### src/rtl/slow_pkg.sv
// Shared definitions for the slow-access timing window.
// Holds the window state encoding, the default tick divider and the
// timeout field width used by slow_window and slow_prescaler.
package slow_pkg;

  // Default number of clock cycles per timeout tick
  localparam int TICK_DIV_DEFAULT = 16;

  // Width of the slow timeout field from the configuration register
  localparam int TIMEOUT_W = 4;

  // Window state encoding (IDLE, ARM, HOLD)
  typedef logic [1:0] slow_state_t;
  localparam slow_state_t ST_IDLE = 2'd0;
  localparam slow_state_t ST_ARM  = 2'd1;
  localparam slow_state_t ST_HOLD = 2'd2;

endpackage

### src/rtl/slow_prescaler.sv
// Tick prescaler for the slow window hold phase.
// Counts 0..TICK_DIV-1 while enabled.  Tick is high during the cycle in
// which the count wraps back to 0.  A synchronous clear takes priority
// over the enable and forces the count to 0.
module slow_prescaler
  import slow_pkg::*;
#(
  parameter int TICK_DIV = TICK_DIV_DEFAULT,
  parameter int CNT_W    = $clog2(TICK_DIV)
) (
  input  logic clk,
  input  logic rst,
  input  logic clr,
  input  logic en,
  output logic tick
);

  localparam logic [CNT_W-1:0] LAST = CNT_W'(TICK_DIV - 1);

  logic [CNT_W-1:0] cnt_q;
  logic [CNT_W-1:0] cnt_d;

  // Tick does not depend on clr so the FSM can use it without a loop
  assign tick = en & (cnt_q == LAST);

  // Next count: clear wins, otherwise advance and wrap while enabled
  always_comb begin
    cnt_d = cnt_q;
    if (clr) begin
      cnt_d = '0;
    end else if (en) begin
      if (cnt_q == LAST) begin
        cnt_d = '0;
      end else begin
        cnt_d = cnt_q + CNT_W'(1);
      end
    end
  end

  // Count register with synchronous reset
  always_ff @(posedge clk) begin
    if (rst) begin
      cnt_q <= '0;
    end else begin
      cnt_q <= cnt_d;
    end
  end

endmodule

### src/rtl/slow_window.sv
// Slow-access timing window generator.
// Watches bus cycles and, when an enabled slow device is accessed, holds
// SlowReq (and optionally ClkGateReq) for the rest of the access plus
// SlowTimeout prescaled ticks.  SlowBusy flags the post-access hold phase.
// Optional feature macro: SLOW_SND_EN (sound chip select joins the hit
// decode when defined; otherwise SndCS/SlowSnd are ignored).
module slow_window
  import slow_pkg::*;
#(
  parameter int TICK_DIV = TICK_DIV_DEFAULT
) (
  input  logic                 CLK,
  input  logic                 POR,
  input  logic                 BACT,
  input  logic                 IACK,
  input  logic                 VIACS,
  input  logic                 IWMCS,
  input  logic                 SCCCS,
  input  logic                 SCSICS,
  input  logic                 SndCS,
  input  logic                 SlowIACK,
  input  logic                 SlowVIA,
  input  logic                 SlowIWM,
  input  logic                 SlowSCC,
  input  logic                 SlowSCSI,
  input  logic                 SlowSnd,
  input  logic                 SlowClockGate,
  input  logic [TIMEOUT_W-1:0] SlowTimeout,
  output logic                 SlowReq,
  output logic                 ClkGateReq,
  output logic                 SlowBusy
);

  slow_state_t          state_q, state_d;
  logic [TIMEOUT_W-1:0] cnt_q, cnt_d;
  logic                 bactr_q, bactr_d;
  logic                 slow_req_q, slow_req_d;
  logic                 clk_gate_q, clk_gate_d;
  logic                 busy_q, busy_d;

  logic start_cyc;
  logic snd_term;
  logic hit;
  logic tick;
  logic presc_clr;
  logic presc_en;

`ifdef SLOW_SND_EN
  assign snd_term = SndCS & SlowSnd;
`else
  logic unused_snd;
  assign unused_snd = SndCS ^ SlowSnd;
  assign snd_term   = 1'b0;
`endif

  // A hit needs a fresh bus cycle to an enabled slow device
  assign start_cyc = BACT & ~bactr_q;
  assign hit = start_cyc & ((IACK   & SlowIACK) |
                            (VIACS  & SlowVIA)  |
                            (IWMCS  & SlowIWM)  |
                            (SCCCS  & SlowSCC)  |
                            (SCSICS & SlowSCSI) |
                            snd_term);

  // Prescaler restarts on every HOLD entry and idles at 0 elsewhere
  assign presc_en  = (state_q == ST_HOLD);
  assign presc_clr = (state_q != ST_HOLD) | (state_d != ST_HOLD);

  slow_prescaler #(
    .TICK_DIV (TICK_DIV)
  ) u_prescaler (
    .clk  (CLK),
    .rst  (POR),
    .clr  (presc_clr),
    .en   (presc_en),
    .tick (tick)
  );

  // Window FSM and hold counter; a retrigger hit beats expiry
  always_comb begin
    state_d = state_q;
    cnt_d   = (state_q == ST_HOLD) ? cnt_q : '0;
    bactr_d = BACT;
    case (state_q)
      ST_IDLE: begin
        if (hit) begin
          state_d = ST_ARM;
        end
      end
      ST_ARM: begin
        if (!BACT) begin
          if (SlowTimeout != '0) begin
            state_d = ST_HOLD;
            cnt_d   = SlowTimeout;
          end else begin
            state_d = ST_IDLE;
          end
        end
      end
      ST_HOLD: begin
        if (hit) begin
          state_d = ST_ARM;
          cnt_d   = '0;
        end else if (tick) begin
          cnt_d = cnt_q - TIMEOUT_W'(1);
          if (cnt_q == TIMEOUT_W'(1)) begin
            state_d = ST_IDLE;
          end
        end
      end
      default: begin
        state_d = ST_IDLE;
        cnt_d   = '0;
      end
    endcase
  end

  // Outputs are registered copies of the next-state decode
  always_comb begin
    slow_req_d = (state_d != ST_IDLE);
    clk_gate_d = (state_d != ST_IDLE) & SlowClockGate;
    busy_d     = (state_d == ST_HOLD);
  end

  // State, counter, BACT history and output registers
  always_ff @(posedge CLK) begin
    if (POR) begin
      state_q    <= ST_IDLE;
      cnt_q      <= '0;
      bactr_q    <= 1'b0;
      slow_req_q <= 1'b0;
      clk_gate_q <= 1'b0;
      busy_q     <= 1'b0;
    end else begin
      state_q    <= state_d;
      cnt_q      <= cnt_d;
      bactr_q    <= bactr_d;
      slow_req_q <= slow_req_d;
      clk_gate_q <= clk_gate_d;
      busy_q     <= busy_d;
    end
  end

  assign SlowReq    = slow_req_q;
  assign ClkGateReq = clk_gate_q;
  assign SlowBusy   = busy_q;

endmodule

### config.mk
export PLATFORM = sky130hd
export DESIGN_NAME = slow_window
export DESIGN_NICKNAME = d
export VERILOG_FILES = /design/src/rtl/slow_pkg.sv /design/src/rtl/slow_prescaler.sv /design/src/rtl/slow_window.sv
export SDC_FILE = /design/constraint.sdc
export NUM_CORES = 1
export LEC_CHECK = 0
export CORE_MARGIN = 2
export CORE_UTILIZATION = 40
export CTS_BUF_LIST = sky130_fd_sc_hd__clkbuf_16
export DETAILED_ROUTE_END_ITERATION = 16
export GPL_TIMING_DRIVEN = 1
export HOLD_SLACK_MARGIN = 0.15
export PLACE_DENSITY = 0.76
export REMOVE_ABC_BUFFERS = 1
export SETUP_SLACK_MARGIN = 0.4
export SLEW_MARGIN = 25
export SYNTH_ARGS = -nofsm -noshare
export SYNTH_HDL_FRONTEND = slang
export SYNTH_SLANG_ARGS = --single-unit
export TNS_END_PERCENT = 1
### constraint.sdc
create_clock -name CLK -period 2.31 [get_ports CLK]
set_input_delay 0.3465 -clock CLK [delete_from_list [all_inputs] [get_ports CLK]]
set_output_delay 0.3465 -clock CLK [all_outputs]
set_load 0.05 [all_outputs]
# After elaboration in Yosys (flattened, before gate mapping)

Index checks and enable logic that the tools add are counted.
Widths: inputs -> output; s select.

Register bits: 14
Input port bits: 20
Output and inout port bits: 3
Logic and storage cells: 49

Add/subtract/negate cells: 2
Equality and inequality tests: 7
Mux-type cells: 14
Bitwise gates (word level): 15
Reduce and logical (&&, ||, !) cells: 4

Operators by type and width:

| operator            | count |
|---|---|
| $mux 4              | 6 |
| $mux 2              | 6 |
| $pmux 4 s3          | 1 |
| $and 1x1->1         | 9 |
| $pmux 2 s3          | 1 |
| $or 1x1->1          | 5 |
| $add 4x1->4 const B | 1 |
| $eq 2x2->1 const B  | 2 |
| $eq 4x1->1 const B  | 1 |
| $eq 4x4->1 const B  | 1 |
| $ne 2x2->1 const B  | 2 |
| $reduce_bool 4->1   | 1 |
| $sub 4x1->4 const B | 1 |
| $eq 2x1->1 const B  | 1 |
| $logic_not 2->1     | 1 |
| $reduce_bool 2->1   | 1 |
| $reduce_or 2->1     | 1 |
| $not 1->1           | 1 |

# Logic depth before layout (Yosys ltp)

Gate-level depths: netlist (run 1).

Word-level depth: 11
Mapped depth: 6
Depth with buffers taken out: 6

# By module

A second synthesis (run 1) with hierarchy kept.

Cells, all modules: 68
Area, all modules: 658.1 um^2

By module, submodules not included:

| module         | instances | cells an instance | area each (um^2) | seq. area each (um^2) |
|---|---|---|---|---|
| slow_window    | 1         | 51                | 484.2            | 200.2 |
| slow_prescaler | 1         | 17                | 173.9            | 80.1 |

# Worst setup path before layout (run 1)

OpenSTA, ideal clock, no wires.

Path kind: register to register
Start: register u_prescaler.cnt_q[0]
End: register cnt_q[3]
Setup time: 59 ps
Arrival: 1398 ps
Data required time: 2251 ps
Path slack: 853 ps
Stages on the path, launching flop included: 7
Buffers on the path: 1
Clock period less this slack: 1457 ps
Path through: dfxtp_1 -> ha_1 -> and3_1 -> buf_2 -> a21bo_2 -> a221oi_1 -> o21a_1

Longest elaborated chain between the ends: 5

Ends and longest elaborated chain:

| element                | RTL line             | text |
|---|---|---|
| start, declared        | slow_prescaler.sv:20 | `logic [CNT_W-1:0] cnt_q;` |
| start signal, assigned | slow_prescaler.sv:45 | `cnt_q <= cnt_d;` |
| $eq 4x4->1             | slow_prescaler.sv:24 | `assign tick = en & (cnt_q == LAST);` |
| $and 1x1->1            | slow_prescaler.sv:24 |  |
| $mux 4                 | slow_window.sv:104   | `end else if (tick) begin` |
| $mux 4                 | slow_window.sv:101   | `if (hit) begin` |
| $pmux 4 s3             | slow_window.sv:84    | `case (state_q)` |
| end signal, assigned   | slow_window.sv:136   | `cnt_q <= cnt_d;` |
| end, declared          | slow_window.sv:35    | `logic [TIMEOUT_W-1:0] cnt_q, cnt_d;` |

Every way passes these cells.
A chain may end at the register's enable or synchronous reset.

# Worst setup path in the final report (run 1)

Start: register slow_req_q, in the netlist SlowReq
End: output port SlowReq

RTL lines:

| element                | RTL line           | text |
|---|---|---|
| start, declared        | slow_window.sv:37  | `logic slow_req_q, slow_req_d;` |
| start signal, assigned | slow_window.sv:138 | `slow_req_q <= slow_req_d;` |
| end, declared          | slow_window.sv:29  | `output logic SlowReq,` |

No word-level cell between the ends.

==> results of run 1 <==
cell type report:
cell class                      count  area, um^2
Fill cell                         165         686
Multi-Input combinational cell     59         428
Sequential cell                    14         280
Timing Repair Buffer               21         208
Clock buffer                        3        75.1
Tap cell                           25        31.3
Inverter                            4        15.0
Clock inverter                      1        3.75
Yosys cell counts (all sizes together), types with 2 or more instances:
| master | number | area [um^2] |
|---|---|---|
| dfxtp | 14 | 280 |
| nand2 | 7 | 26.3 |
| nor2 | 5 | 18.8 |
| and2 | 4 | 26.3 |
| inv | 4 | 15.0 |
| a211oi | 3 | 22.5 |
| a21oi | 3 | 18.8 |
| ha | 3 | 37.5 |
| nand2b | 3 | 18.8 |
| o21a | 3 | 22.5 |
| nand3b | 2 | 15.0 |
| nor2b | 2 | 12.5 |
| nor3 | 2 | 15.0 |
| xnor2 | 2 | 17.5 |
routing by layer:
layer	global-route usage, %	part of all wire [%]
met5	0	0
met4	8.33	1.9
met3	5.88	8.3
met2	26.1	47
met1	19.0	43
sequential cells by signal (all words and copies together), names as in the netlist:
name and count:
cnt_q 4, u_prescaler.cnt_q 4, state_q 2, ClkGateReq 1
SlowBusy 1, SlowReq 1, bactr_q 1
repair_timing:
item	4_1_cts	5_1_grt
endpoints found under the setup margin	0	1
hold buffers	0	0
setup buffers	0	1
metrics by stage:
step	hold WS [ns]	instances
after floorplan	0.416	77
after global placement	0.448	122
after detailed placement	0.451	122
after CTS	0.462	126
after global routing	0.487	127
final	0.464	127
power groups by stage:
stage                     logic [mW]  registers (mW)  clock network [mW]
after global routing           0.114           0.263               0.345
after CTS                      0.103           0.262               0.337
after floorplan               0.0375           0.282                   0
after global placement         0.102           0.265                   0
after detailed placement       0.103           0.266                   0
final                          0.105           0.262               0.330
how the worst min path moves through the flow:
| stage | end | depth (start not counted) |
|---|---|---|
| 6_report | u_prescaler.cnt_q[0] | 1 |
| 5_1_grt | u_prescaler.cnt_q[0] | 1 |
| 4_1_cts | u_prescaler.cnt_q[0] | 1 |
| 3_5_place_dp | u_prescaler.cnt_q[0] | 1 |
| 3_3_place_gp | u_prescaler.cnt_q[0] | 1 |
| 2_1_floorplan | cnt_q[1] | 1 |
kinds of logic after synthesis:
kind of cell,count (synthesis)
simple gates,34
fa+ha+maj,3
flops,14
mux,1
buf+inv,5
xor+xnor,3
compound gates,18
==> metrics.cfg, run 1 <==
[logic_synthesis]
avgSynthCellArea_um2=9.34
synth_fa_ha_area_share_pct=5.15
yosys.area_share.simple_pct=27.1
synthMuxAreaShare_pct=1.37
ys.warnings.count=0
synth.distinct_cells=38
synth_compound_area_share_pct=21.5
synth-xor-area-share_pct=3.61
synth-seq-area-share_pct=38.5
synth-edff-count=0
ys.flop_type=dfxtp_1
synth_top_family_by_area=simple AND/OR/NAND/NOR gates
synth_async_sr_flop_share_pct=0
syn_area_um2=728
synthesis.instances=78
synth-seq-cells=14

[cts]
h-tree-depth=1
worstSkewPairLatency_ns=0.25
clockBufferDepth=2
clkTransAtPathRegs_ns=0.05
cts_resized=0
cts_tree=built
cts_buffers=3
clock-root-buffer=clkbuf_16
clock-sinks=14

[die]
start_util_pct=42.2
core_region_area_um2=1730
dieArea_um2=2180
rows=15
die_h_um=46.7
die_x_um=46.7
io_pins=23

[sta]
finClkSkew_ns=0.00427
max_slew.worst_pin.slew_ns=0.569
hold_viol_final=0
fmax_ghz=0.586
setup_viol=0
relSlewSlack_pct=62.1
period_needed_ns=1.71
maxSlewViolCount=0
timing.setup.tns_ns=0
rsz0062_at_grt=false
layout_setup_ws_ns=0.603
fin_crit_sh_pct=73.9

[detailed_routing]
drcViolationCount=0
drtIter0Drc=11
totalWireLength_mm=1.49
via_count=661
drtPass1Iterations=4
vias_per_cell=5.20
antenna_left=0
wl_per_cell_um=11.7

[pwr]
p_per_area_nw_per_um2=670
power_frac_clock_pct=47.4
pwr-share-seq_pct=37.5
switchingPower_uw=160
p_leak_nw=0.392
total_power_uw=697
switching_share_pct=22.9
pwr-share-comb_pct=15.1
p_int_uw=537
peakVddDrop_uv=547

[global_route]
grt_first_pass_wirelength_mm=2.44
grt_usage_pct=16.3
grt_max_degree=9
grt-ovfl-total=0
antenna_found_initial=0
grt_pass1_vias=598

[layout]
final_common_cell=clkdlybuf4s50_1
fin_util_pct=60.3
most-common-layout-cells=clkdlybuf4s50_1, dfxtp_1, nand2_1
nNetsFinal=126
drive_gt1_share_pct=10.8
final_area_um2=1040
area_growth_syn_to_layout_pct=43.0
antennaDiodeCount=0

[setup_path]
crit_fanout=1
cp_num_cells=1
crit_family=buffers and inverters
cp-startpoint=SlowReq
worstReg2RegStart=u_prescaler.cnt_q[0]
crit_path_cell_trace=clkdlybuf4s50_1
crit_path_start_kind=flop
end_kind=output pin
r2r_end=SlowReq
worst-setup-path-type=flop to output pin
slowest_stage=clkdlybuf4s50_1
r2r.worst_path.cells=5
crit_arrival_ns=1.36
cp.required_ns=1.96
max_stage_delay_ns=0.80
crit_end=SlowReq
path_buf_inv=1
rrSetupSlack_ns=0.75

[run_status]
run_status=finished, final reports clean

[placement]
gp_congestion=0.724
dp_hpwl_mm=1.19
dp_slack_ns=0.297
dpl_cell_area_um2=955
io_buffers=20

[job]
maxCapViolations=0

[worst_hold_path]
worstHoldPathType=flop to flop
min-delay-start=u_prescaler.cnt_q[0]

No activity file was read; power rests on OpenSTA's default activity.
==> inputs of run 2 (changes only) <==
--- a/config.mk
+++ b/config.mk
@@ -11,7 +11,7 @@
 export DETAILED_ROUTE_END_ITERATION = 16
 export GPL_TIMING_DRIVEN = 1
 export HOLD_SLACK_MARGIN = 0.15
-export PLACE_DENSITY = 0.76
+export PLACE_DENSITY = 0.78
 export REMOVE_ABC_BUFFERS = 1
 export SETUP_SLACK_MARGIN = 0.4
 export SLEW_MARGIN = 25
==> constraint.sdc (replaced) <==
create_clock -name CLK -period 1.47 [get_ports CLK]
set_input_delay 0.2205 -clock CLK [delete_from_list [all_inputs] [get_ports CLK]]
set_output_delay 0.2205 -clock CLK [all_outputs]
set_load 0.05 [all_outputs]
==> run 2 against run 1 <==
Net effect:
- setup slack got worse by 0.57 ns
- core utilization grew 7.4 points
- die area unchanged
- first-iteration DRC count shrank 18%
- combinational power increased by 100%
- sequential share of layout area shrank 2.8 points
- clock power up 52%
- global-route usage rose by 4.6 points
- total power up 61%
- flip-flop and latch count did not move
- clock skew shrank 0.0015 ns
- largest cell class unchanged
==> metrics.cfg, run 2 (synthesized netlist as in run 1, its figures left out) <==
[sta]
max_slew.worst_pin.slew_ns=0.353
maxSlewViolCount=0
finClkSkew_ns=0.00277
fmax_ghz=0.696
relSlewSlack_pct=76.4
setup_viol=0
hold_viol_final=0
fin_crit_sh_pct=97.7
rsz0062_at_grt=true
timing.setup.tns_ns=0
period_needed_ns=1.44

[pwr]
peakVddDrop_uv=834
p_leak_nw=0.473
total_power_mw=1.12
p_per_area_nw_per_um2=961

[setup_path]
worst-setup-path-type=input port to flop
crit_arrival_ns=1.60
cp.required_ns=1.63
crit_path_start_kind=input port
max_stage_delay_ns=0.36
crit_fanout=8
slowest_stage=a222oi_1
end_kind=flop
crit_path_cell_trace=dlygate4sd2_1 > a222oi_1 > buf_4 > and2_4 > o2111ai_4 > nor3_2
rrSetupSlack_ns=0.07

[layout]
reg.largest.list=cnt_q (4), u_prescaler.cnt_q (4), state_q (2)
drive_gt1_share_pct=31.3
most-common-layout-cells=buf_4, dfxtp_1, dlygate4sd2_1
final_cell_count_no_fill=140
nNetsFinal=139
area_growth_syn_to_layout_pct=60.5
regArea_um2=282
antennaDiodeCount=0
fillerInstances=130
final_common_cell=buf_4
multi_input_area_um2=475

[detailed_routing]
vias_per_cell=5.02
antenna_left=0
drtPass1Iterations=4
drtIter0Drc=9
via_count=703
wl_per_cell_um=13.8
totalWireLength_mm=1.94
drcViolationCount=0

[die]
dieArea_um2=2180
die_h_um=46.7
io_pins=23
start_util_pct=42.2
die_x_um=46.7
core_region_area_um2=1730
rows=15

[global_route]
antenna_found_initial=0
grt-ovfl-total=0
grt_usage_pct=20.9
grt_max_degree=9
grt_first_pass_wirelength_mm=3.00
grt_pass1_vias=654

[cts]
h-tree-depth=1
clock-sinks=14
cts_tree=built
clock-root-buffer=clkbuf_16
cts_hold_buffers=0
worstSkewPairLatency_ns=0.24
clkTransAtPathRegs_ns=0.04
clockBufferDepth=2
cts_buffers=3

[run_status]
run_status=finished, final reports clean

[placement]
gp_congestion=0.874
dp_hpwl_mm=1.40
dp.cells=132
io_buffers=20

[worst_hold_path]
worstHoldPathType=input port to flop

[job]
maxCapViolations=0

run 2: worst paths after layout:
path,to,start,cells past startpoint
worst max register to register,ClkGateReq,bactr_q,5
worst min register to register,u_prescaler.cnt_q[3],u_prescaler.cnt_q[3],2
worst min-delay path,cnt_q[1],POR,2
worst max-delay path,u_prescaler.cnt_q[0],SlowIWM,6
run 2: per-stage QoR:
stage          setup WS [ns]  hold WS [ns]  area [um^2]  utilization [%]
2_1_floorplan         0.0610         0.290          723                -
3_3_place_gp          -0.316         0.480         1020             59.2
3_5_place_dp          -0.326         0.480         1020             59.2
4_1_cts               0.0833         0.357         1160             67.2
5_1_grt              0.00305         0.390         1170             67.7
6_report              0.0333         0.373         1170             67.7
run 2: timing repair:
item                       4_1_cts  5_1_grt
gates resized for setup         21        0
setup endpoints to repair       13       13
pin swaps                       10        3
gates cloned                     0        0
buffers inserted                 3        1
run 2: metal layers:
layer,global-route usage (%),part of all wire [%]
met5,0,0
met4,11.7,1.4
met3,3.53,1.4
met2,37.5,56
met1,22.9,41
run 2: critical path, delay by kind of cell:
family | cells | cell delay (ns)
buf+inv | 2 | 0.43
simple gates | 2 | 0.38
compound gates | 2 | 0.57
run 2: area by class of cell:
cell class,count,share of cell area (%)
multi-input cells,59,40.7
repair buffers,34,24.5
well taps,25,2.68
clock inverters,1,0.321
flip-flops and latches,14,24.1
clock buffers,3,6.42
inverters,4,1.28
run 2: power by group:
part / switching (mW) / leakage (nW) / internal [mW]
Combinational: 0.106 / 0.320 / 0.107
Sequential: 0.00916 / 0.114 / 0.399
Clock: 0.143 / 0.0385 / 0.358
==> inputs of run 3 (changes only) <==
--- a/config.mk
+++ b/config.mk
@@ -6,12 +6,12 @@
 export NUM_CORES = 1
 export LEC_CHECK = 0
 export CORE_MARGIN = 2
-export CORE_UTILIZATION = 40
+export CORE_UTILIZATION = 35
 export CTS_BUF_LIST = sky130_fd_sc_hd__clkbuf_16
 export DETAILED_ROUTE_END_ITERATION = 16
 export GPL_TIMING_DRIVEN = 1
 export HOLD_SLACK_MARGIN = 0.15
-export PLACE_DENSITY = 0.78
+export PLACE_DENSITY = 0.71
 export REMOVE_ABC_BUFFERS = 1
 export SETUP_SLACK_MARGIN = 0.4
 export SLEW_MARGIN = 25
==> run 3 against run 2 <==
Net effect:
- critical path depth fell by 1
- register-to-register slack worse by 0.02 ns
- final cell count is 0.71% higher
- combinational power fell by 3%
- routed wire length fell by 4.4%
- clock skew is 0.0012 ns lower
- design area up 0.11%
- fmax grew 0.92%
- setup slack improved by 0.013 ns
- clock-buffer cell count is the same
- hold slack better by 0.021 ns
==> metrics.cfg, run 3 (synthesized netlist as in run 1, its figures left out) <==
[sta]
period_needed_ns=1.42
max_slew.worst_pin.slew_ns=0.420
hold_viol_final=0
fin_crit_sh_pct=96.8
maxSlewViolCount=0
finClkSkew_ns=0.00155
rsz0062_at_grt=true
setup_viol=0
fmax_ghz=0.702
layout_setup_ws_ns=0.0464
relSlewSlack_pct=71.9

[pwr]
peakVddDrop_uv=665
p_leak_nw=0.466
p_per_area_nw_per_um2=975

[layout]
final_common_cell=buf_4
fillerInstances=184
most-common-layout-cells=buf_4, dfxtp_1, clkdlybuf4s50_1
drive_gt1_share_pct=30.7
antennaDiodeCount=0
area_growth_syn_to_layout_pct=60.7
final_area_um2=1170
reg.largest.list=cnt_q (4), u_prescaler.cnt_q (4), state_q (2)
nNetsFinal=138

[detailed_routing]
totalWireLength_mm=1.85
vias_per_cell=5.16
via_count=728
drtIter0Drc=17
wl_per_cell_um=13.1
antenna_left=0
drcViolationCount=0
drtPass1Iterations=4

[placement]
dpl_cell_area_um2=1030
io_buffers=20
gp_congestion=0.724
dp_hpwl_mm=1.35
dp_slack_ns=-0.373

[global_route]
grt-ovfl-total=0
grt_max_degree=9
grt_first_pass_wirelength_mm=3.07
grt_usage_pct=17.1
antenna_found_initial=0
grt_pass1_vias=719

[die]
rows=16
core_region_area_um2=1960
start_util_pct=37.1
die_x_um=49.6
dieArea_um2=2460
io_pins=23
die_h_um=49.6

[job]
maxCapViolations=0

[cts]
clkTransAtPathRegs_ns=0.05
clock-sinks=14
worstSkewPairLatency_ns=0.25
cts_buffers=3
clock-root-buffer=clkbuf_16
clockBufferDepth=2
h-tree-depth=1
cts_tree=built

[setup_path]
path_buf_inv=1
crit_fanout=4
crit_path_cell_trace=or4b_4 > o22ai_4 > a211oi_2 > buf_4 > a21boi_2
crit_arrival_ns=1.60
worst-setup-path-type=flop to flop
max_stage_delay_ns=0.57
crit_path_start_kind=flop
crit_family=simple AND/OR/NAND/NOR gates
cp.required_ns=1.65
end_kind=flop
slowest_stage=or4b_4

[worst_hold_path]
worstHoldPathType=input port to flop

[run_status]
run_status=finished, final reports clean

==> run 3: final cells by class <==
cell class              instances  area [um^2]  area share [%]
repair buffers                 33          280            24.0
multi-input cells              59          480            41.1
well taps                      27         33.8            2.89
clock buffers                   3         75.1            6.42
clock inverters                 1         3.75           0.321
flip-flops and latches         14          282            24.1
inverters                       4         15.0            1.28
==> run 3: metrics by stage <==
| stage | TNS, ns | hold WS, ns | instances | util, % | power, mW |
|---|---|---|---|---|---|
| 6_report | 0 | 0.394 | 141 | 59.6 | 1.14 |
| 5_1_grt | 0 | 0.399 | 141 | 59.6 | 1.19 |
| 4_1_cts | 0 | 0.398 | 141 | 59.3 | 1.14 |
| 3_5_place_dp | -4.15 | 0.501 | 135 | 52.6 | 0.601 |
| 3_3_place_gp | -3.99 | 0.476 | 135 | 52.6 | 0.597 |
| 2_1_floorplan | 0 | 0.290 | 77 | - | 0.502 |
==> run 3: worst reg2reg max path: cells and delay by family (launching register included) <==
kind | cells | cell delay, ns
and+or+nand+nor | 1 | 0.58
DFF | 1 | 0.33
buffers and inverters | 1 | 0.16
AOI/OAI and AO/OA | 3 | 0.30
==> run 3: worst paths after layout <==
path                            slack (ns)                    to  depth (start not counted)                 start
worst max-delay path                  0.05            ClkGateReq                          5            state_q[0]
worst min-delay path                  0.39              cnt_q[1]                          3                   POR
worst max register to register        0.05            ClkGateReq                          5            state_q[0]
worst min register to register        0.51  u_prescaler.cnt_q[3]                          2  u_prescaler.cnt_q[3]
==> run 3: layer usage <==
metal / part of all wire [%] / track usage [%] / up-vias
met2: 53 / 29.1 / 24
met4: 2.7 / 11.1 / 0
met3: 5.7 / 5.76 / 5
met5: 0 / 0 / -
li1: - / - / 352
met1: 39 / 17.8 / 347
==> run 3: repair_timing <==
item,4_1_cts,5_1_grt
buffers inserted,2,0
hold buffers,0,0
pin swaps,7,0
cloned,0,0
endpoints found under the setup margin,13,13
gates resized for setup,20,1
==> run 3: where the power goes <==
part,switching [mW],total (mW),internal (mW),leakage [nW]
Sequential,0.0108,0.410,0.399,0.114
Combinational,0.101,0.207,0.106,0.313
Clock,0.163,0.523,0.360,0.0385
==> RTL edit: new RTL, flow settings as in run 2 <==
The package constant `TIMEOUT_W` goes from 4 to 6.
--- a/src/rtl/slow_pkg.sv
+++ b/src/rtl/slow_pkg.sv
@@ -9,3 +9,3 @@
   // Width of the slow timeout field from the configuration register
-  localparam int TIMEOUT_W = 4;
+  localparam int TIMEOUT_W = 6;
 
Ports: changed (resized SlowTimeout); port bits go from 23 to 25. The function was not compared with the original's and may differ.
==> RTL edit against run 2 <==
Area after synthesis increased by 7.7%; routed wire length increased by 27%; worst hold slack got worse by 0.15 ns; sequential power increased by 13%; worst setup slack improved by 0.12 ns; utilization increased by 0.81 points; sequential cell count increased by 2; cell area increased by 11%; total power increased by 2.9%; via count increased by 20%; critical path type is now reg -> reg; largest power group unchanged.
==> RTL edit: results <==
outcome:
  status: "finished, final reports clean"
global_routing:
  grtUsageTotal: 0.211
  grt_pass1_vias: 794
  met1_usage: 0.236
  grt_pass1_wl_um: 3370
  use_met3: 0.0185
  grt_max_degree: 10
  use_met2: 0.392
placement:
  dp_hpwl_um: 1460
  port_buffers: 22
  placed_cell_area_mm2: 0.00107
  preCtsSetupSlack_ns: -0.402
  globalplace.congestion: 0.740
synth:
  ys_top_cells_by_count: "16 x dfxtp_1, 9 x nand2_1, 6 x inv_1"
  synth_xor_area_frac: 0.0670
  synthArstFlopShare: 0
  synthMuxAreaShare: 0
  yosys-top-cells-area: "dfxtp_1 41%, ha_1 4.8%, xnor2_1 4.5%"
  yosysUniqueCellTypes: 36
  ys_seq_area_frac: 0.408
  synth_fa_ha_area_frac: 0.0478
  synth_compound_area_frac: 0.177
critical_path:
  critPathArrivalTime_ns: 1.43
  max_stage_delay_ns: 0.40
  cp_slowest_cell: "dfxtp_4"
  path_delay_family: "simple AND/OR/NAND/NOR gates"
  crit_fanout: 7
final_layout:
  drive_gt1_frac: 0.398
  nNetsFinal: 154
  top_regs: "cnt_q x6, u_prescaler.cnt_q x4, state_q x2"
  fill_cells: 149
clock_network:
  numCtsBuffers: 3
  cts_buffer_depth: 2
  clkLatencyLatePin_ns: 0.25
  clkTransAtPathRegs_ns: 0.05
routing:
  drt-initial-drc-count: 27
  postRouteAntennaNets: 0
  wl_um: 2460
  vias_per_cell: 5.43
timing:
  tightest_slew_ns: 0.333
  skew_ns: 0.00322
pwr:
  ir_drop_v: 0.000501
  p_leak_nw: 0.525
==> RTL edit: cell families (layout without fill, tap and decap cells) <==
| kind of cell | count (synthesis) | in the layout |
|---|---|---|
| AOI/OAI and AO/OA | 21 | 21 |
| adders and majority gates | 3 | 3 |
| DFF | 16 | 16 |
| xor gates and xnor gates | 6 | 6 |
| buffers and inverters | 8 | 48 |
| and+or+nand+nor | 34 | 34 |
==> RTL edit: metrics by stage <==
stage               cells  setup TNS (ns)
finish                155               0
global route          155               0
CTS                   152               0
detailed placement    143           -5.03
global placement      143           -4.19
floorplan              86               0
==> RTL edit: layout make-up <==
type / count / area, um^2 / share of cell area
repair buffers: 38 / 304 / 0.233
inverters: 6 / 22.5 / 0.0173
well taps: 27 / 33.8 / 0.0259
flip-flops and latches: 16 / 328 / 0.252
multi-input cells: 64 / 536 / 0.411
clock buffers: 3 / 75.1 / 0.0576
clock inverters: 1 / 3.75 / 0.00288
==> RTL edit: final timing paths <==
kind	startpoint	end	slack, ns	depth (start not counted)
worst max-delay path	state_q[0]	SlowReq	0.16	4
worst min-delay path	SlowTimeout[2]	cnt_q[2]	0.23	3
worst max register to register	state_q[0]	SlowReq	0.16	4
worst min register to register	u_prescaler.cnt_q[0]	u_prescaler.cnt_q[0]	0.54	2
==> RTL edit: report_power, final <==
part | internal, mW | switching, mW | leakage, nW
logic | 0.0821 | 0.0775 | 0.354
clock network | 0.361 | 0.174 | 0.0385
registers | 0.448 | 0.0133 | 0.132
==> RTL edit: routing by layer <==
| metal | vias to the layer above | routed length [um] |
|---|---|---|
| met1 | 406 | 980 |
| met3 | 6 | 97 |
| li1 | 396 | - |
| met4 | 0 | 68 |
| met5 | - | 0 |
| met2 | 33 | 1320 |
==> RTL edit: worst min-delay path, cell delays in order <==
cell and delay (ns):
buf_2 0.11, nand2_1 0.05, a21oi_1 0.05
==> RTL edit: what timing repair did <==
item | in CTS | in global routing
hold buffers | 0 | 0
endpoints found under the setup margin | 15 | 15
pin swaps | 16 | 8
gates resized for setup | 60 | 8
buffers inserted | 5 | 3
